--- src/rtl/fifo_byte_serializer_pkg.sv ---
// Shared constants and byte-lane helper for the word-to-byte serializer.
package fifo_byte_serializer_pkg;

    localparam int BYTE_W         = 8;
    localparam int DEF_WORD_WIDTH = 32;
    localparam int DEF_BYTES      = DEF_WORD_WIDTH / BYTE_W;

    function automatic int byte_index(
        input int idx,
        input bit msb_first,
        input int nbytes = DEF_BYTES
    );
        return msb_first ? (nbytes - 1 - idx) : idx;
    endfunction

endpackage

--- src/rtl/fifo_byte_serializer.sv ---
// Drains words from the upstream FIFO and emits them one byte per handshake,
// with a one-word holding register so consecutive words stream without bubbles.
module fifo_byte_serializer
    import fifo_byte_serializer_pkg::*;
#(
    parameter int WORD_WIDTH = DEF_WORD_WIDTH,
    parameter bit MSB_FIRST  = 1'b0
) (
    input  logic                  clk_in,
    input  logic                  rst_in,
    input  logic                  fifo_empty,
    input  logic [WORD_WIDTH-1:0] fifo_data,
    input  logic                  fifo_valid,
    output logic                  fifo_deq,
    output logic [7:0]            m_data,
    output logic                  m_valid,
    output logic                  m_last,
    input  logic                  m_ready,
    output logic                  busy
);

    localparam int BYTES = WORD_WIDTH / BYTE_W;
    localparam int IDX_W = (BYTES > 1) ? $clog2(BYTES) : 1;
    localparam logic [IDX_W-1:0] LAST_IDX = IDX_W'(BYTES - 1);

    if (WORD_WIDTH % BYTE_W != 0 || BYTES < 1) begin : g_bad_width
        $error("WORD_WIDTH must be a positive multiple of 8");
    end

    logic                  pending;
    logic                  cur_valid;
    logic                  hold_valid;
    logic [IDX_W-1:0]      cur_idx;
    logic [WORD_WIDTH-1:0] cur_word;
    logic [WORD_WIDTH-1:0] hold_word;

    logic [BYTES-1:0][BYTE_W-1:0] cur_bytes;
    logic [IDX_W-1:0]             sel_idx;

    logic is_last;
    logic xfer;
    logic last_xfer;
    logic capture;
    logic load_cur;
    logic load_hold;
    logic refill;

    assign is_last   = cur_valid && (cur_idx == LAST_IDX);
    assign xfer      = cur_valid && m_ready;
    assign last_xfer = xfer && is_last;
    assign capture   = pending && fifo_valid;
    assign refill    = last_xfer && hold_valid;

    // Arriving word goes straight to the shifter only if it is free this cycle.
    assign load_cur  = capture && (!cur_valid || (last_xfer && !hold_valid));
    assign load_hold = capture && !load_cur;

    assign fifo_deq = !rst_in && !fifo_empty && !pending && !hold_valid;

    always_ff @(posedge clk_in) begin
        if (rst_in) begin
            pending    <= 1'b0;
            cur_valid  <= 1'b0;
            hold_valid <= 1'b0;
            cur_idx    <= '0;
            cur_word   <= '0;
            hold_word  <= '0;
        end else begin
            if (fifo_deq) begin
                pending <= 1'b1;
            end else if (capture) begin
                pending <= 1'b0;
            end

            if (refill) begin
                cur_word <= hold_word;
                cur_idx  <= '0;
            end else if (load_cur) begin
                cur_word  <= fifo_data;
                cur_idx   <= '0;
                cur_valid <= 1'b1;
            end else if (last_xfer) begin
                cur_valid <= 1'b0;
            end else if (xfer) begin
                cur_idx <= cur_idx + 1'b1;
            end

            if (load_hold) begin
                hold_word  <= fifo_data;
                hold_valid <= 1'b1;
            end else if (refill) begin
                hold_valid <= 1'b0;
            end
        end
    end

    assign cur_bytes = cur_word;

    always_comb begin
        sel_idx = IDX_W'(byte_index(int'(cur_idx), MSB_FIRST, BYTES));
        m_data  = cur_bytes[sel_idx];
    end

    assign m_valid = cur_valid;
    assign m_last  = is_last;
    assign busy    = pending || cur_valid || hold_valid;

endmodule

--- config.mk ---
export PLATFORM = sky130hd
export DESIGN_NAME = fifo_byte_serializer
export DESIGN_NICKNAME = d
export VERILOG_FILES = /design/src/rtl/fifo_byte_serializer_pkg.sv /design/src/rtl/fifo_byte_serializer.sv
export SDC_FILE = /design/constraint.sdc
export NUM_CORES = 1
export LEC_CHECK = 0
export CORE_UTILIZATION = 40
export CTS_BUF_LIST = sky130_fd_sc_hd__clkbuf_16
export DETAILED_ROUTE_END_ITERATION = 12
export PLACE_DENSITY = 0.68
export SYNTH_ARGS = -nofsm -noshare
export SYNTH_HDL_FRONTEND = slang
export SYNTH_SLANG_ARGS = --single-unit
--- constraint.sdc ---
create_clock -name clk_in -period 1.8 [get_ports clk_in]
set_input_delay 0.36 -clock clk_in [delete_from_list [all_inputs] [get_ports clk_in]]
set_output_delay 0.36 -clock clk_in [all_outputs]
set_load 0.01 [all_outputs]
==> impl_metrics.ini <==
[status]
status = finished, violations left
failed_checks = setup timing

[critical_path]
timing.critical_path.buf_inv = 3
path_max_fanout = 5
cp-start-kind = register
critPathKind = reg2out
path_cells = buf_6, buf_6, mux4_2, buf_6
cp.arrival_ns = 1.54
crit_path_max_incr_delay_ns = 0.51
worstPathRequired_ns = 1.44
cp_slowest_cell = mux4_2
cp-end-kind = output port
critPathTopFamily = multiplexers
cp_common_cell = buf_6

[yosys]
yosysWarnings = 0
seq_area_frac_synth = 0.4041
yosys.area.top_type = dfxtp_1
synth_area_leaders = dfxtp_1 40%, nand2b_1 12%, mux2i_1 9.7%, a221o_1 9.4%, a211oi_1 7.0%
synth_cell_types = 33
yosysTopAreaCellShare = 0.4041
synth_area_um2 = 3418
ys_ff_latch = 69
netlist_instances = 327
syn_area_per_cell_um2 = 10.45
synth_flop_cell = dfxtp_1
syn-num-nets = 365
synth-edff-count = 0
synthArstFlopShare = 0

[routing]
dr.pass1.iters = 4
drtIter0Drc = 162
viasPerCell = 5.441
wl_per_cell_um = 17.09
drt.antenna.violating_nets = 0
wl_um = 8321
drc = 0
vias = 2650

[cells_and_area]
multiInputGateArea_um2 = 1873
nFillCells = 734
area.sequential_um2 = 1384
area_growth_pct = 28.18
drive_above_1_share = 0.1623
nNetsFinal = 415
instances_no_fill = 487
final_util = 0.5306
antennaDiodeCount = 0

[placement]
place.gp.congestion = 0.8046
place_ws_ns = -0.2343
port_buffers = 48
hpwl_um = 5347
dp.cells = 467

[timing]
hold_viol_final = 0
worst_slew_pin_slew_ns = 0.3736
max_slew_margin = 0.7510
setup_slack_ns = -0.09666
fmax_ghz = 0.5272
min_period_ns = 1.897
finalSetupViolations = 7
finClkSkew_ns = 0.006754
slew_violations = 0
post-route-period-util = 1.054
rsz0062_at_grt = true

[global_routing]
grt_usage = 0.2032
antenna_found_initial = 0
grt_pass1_wl_um = 13660
grt_max_degree = 103
grt-ovfl-total = 0
first_global_vias = 2652

[clock_tree]
root_buffer = clkbuf_16
clk_pin_slew_worst_paths_ns = 0.06
clkLatencyLatePin_ns = 0.33
hold_buffers = 0
cts_max_path_buffers = 2
numCtsBuffers = 9
htreeDepth = 3
cts_tree = yes
cts_sinks = 69

[floorplan]
num_io_pins = 49
design.core.area_um2 = 8258
core.rowCount = 33
die_area_um2 = 8919
die_w_um = 94.44
die_h_um = 94.44
initial_core_util = 0.4139

[power]
pwr_density_cell_nw_per_um2 = 835.7
p_clk_frac = 0.462
intPower_w = 0.002826
power_switching_w = 0.0008357
p_seq_frac = 0.436
ir_drop_v = 0.0004801
power_frac_comb = 0.102
p_leak_nw = 1.645
p_sw_frac = 0.2282

[worst_hold_path]
hold_path.class = reg2reg

[run]
maxCapViolations = 0
-- path summary, 6_finish.rpt --
| kind | to | from | slack, ns | cells past startpoint |
|---|---|---|---|---|
| setup reg to reg | cur_bytes[31]$_SDFFE_PP0P_ | cur_idx[0]$_SDFFE_PP0P_ | 0.15 | 7 |
| setup / recovery | m_data[6] | cur_idx[0]$_SDFFE_PP0P_ | -0.1 | 4 |
| hold reg to reg | hold_word[22]$_SDFFE_PP0P_ | hold_word[22]$_SDFFE_PP0P_ | 0.47 | 2 |
| hold / removal | hold_word[22]$_SDFFE_PP0P_ | hold_word[22]$_SDFFE_PP0P_ | 0.47 | 2 |
-- kinds of logic (layout without fill, tap and decap cells) --
kind of cell,Yosys count,in the layout,synth area share
simple gates,111,111,0.2072
mux,41,41,0.1493
compound gates,70,70,0.1779
flops,69,69,0.4041
fa+ha+maj,1,1,0.003660
buf+inv,34,89,0.05526
xor+xnor,1,1,0.002563
-- flip-flops by register name, summed over array words and instances, names as in the netlist --
register,flops
hold_valid,1
cur_idx,2
hold_word,32
pending,1
m_valid,1
cur_bytes,32
-- Yosys cell counts, types with 2 or more instances --
master     n
clkbuf_1  17
dfxtp_1   69
a211oi_1  32
and2b_1    8
a221o_1   32
nor3_1     2
mux4_2     8
nand2b_1  64
nand2_1    3
a21oi_1    2
buf_6      6
nor2b_1   24
mux2i_1   33
buf_2      7
buf_4      2
-- routing by layer --
layer | up-vias | global-route usage | part of all wire
met3 | 11 | 0.04187 | 0.037
met4 | 0 | 0.09487 | 0.019
met2 | 55 | 0.3194 | 0.47
met5 | - | 0 | 0
li1 | 1301 | - | -
met1 | 1283 | 0.2661 | 0.47
-- final cells by class --
type | count | share of cell area
clock buffer | 9 | 0.05140
clock inverter | 7 | 0.01314
inverter | 1 | 0.0008567
multi-input combinational | 224 | 0.4275
sequential | 69 | 0.3158
tap | 105 | 0.02998
timing repair buffer | 72 | 0.1613
-- what timing repair did --
action	4_1_cts	5_1_grt
resized for setup	45	6
setup endpoints to repair	11	14
setup buffers	5	0
endpoints found under the hold margin	0	0
-- cell usage in the layout, fill, tap and decap left out, types with 2 or more instances in the layout --
master           netlist  final
nor3_1                 2      2
nor2b_1               24     24
mux4_2                 8      8
a21oi_1                2      2
mux2i_1               33     33
a221o_1               32     32
dlygate4sd2_1          0      2
dfxtp_1               69     67
and2b_1                8      8
buf_12                 0      3
dfxtp_2                0      2
clkbuf_16              0      9
inv_1                  1      2
buf_6                  6     10
clkinv_1               0      3
a211oi_1              32     32
buf_4                  2     18
nand2b_1              64     64
clkdlybuf4s50_1        0     36
nand2_1                3      3
-- power groups by stage --
stage	clock (W)	sequential [W]	combinational, W
after floorplan	0	0.00162	0.000211
after global placement	0	0.00163	0.000364
after detailed placement	0	0.00163	0.000367
after CTS	0.00173	0.00160	0.000373
after global routing	0.00180	0.00160	0.000403
final	0.00169	0.00160	0.000373
-- worst min-delay path, cell delays in order (launching register included) --
cell and delay [ns]:
dfxtp_1 0.31, nand2b_1 0.06, mux2i_1 0.05
-- metrics by stage --
| stage | area, um^2 | setup TNS (ns) | hold WS [ns] | total power, W |
|---|---|---|---|---|
| 2_1_floorplan | 3418 | 0 | 0.4488 | 0.001827 |
| 3_3_place_gp | 4040 | -3.170 | 0.4602 | 0.001992 |
| 3_5_place_dp | 4040 | -3.961 | 0.4675 | 0.001996 |
| 4_1_cts | 4377 | -0.8142 | 0.4757 | 0.003696 |
| 5_1_grt | 4382 | -0.9162 | 0.4893 | 0.003809 |
| 6_report | 4382 | -0.4843 | 0.4720 | 0.003662 |
No activity file was read; power rests on OpenSTA's default activity.
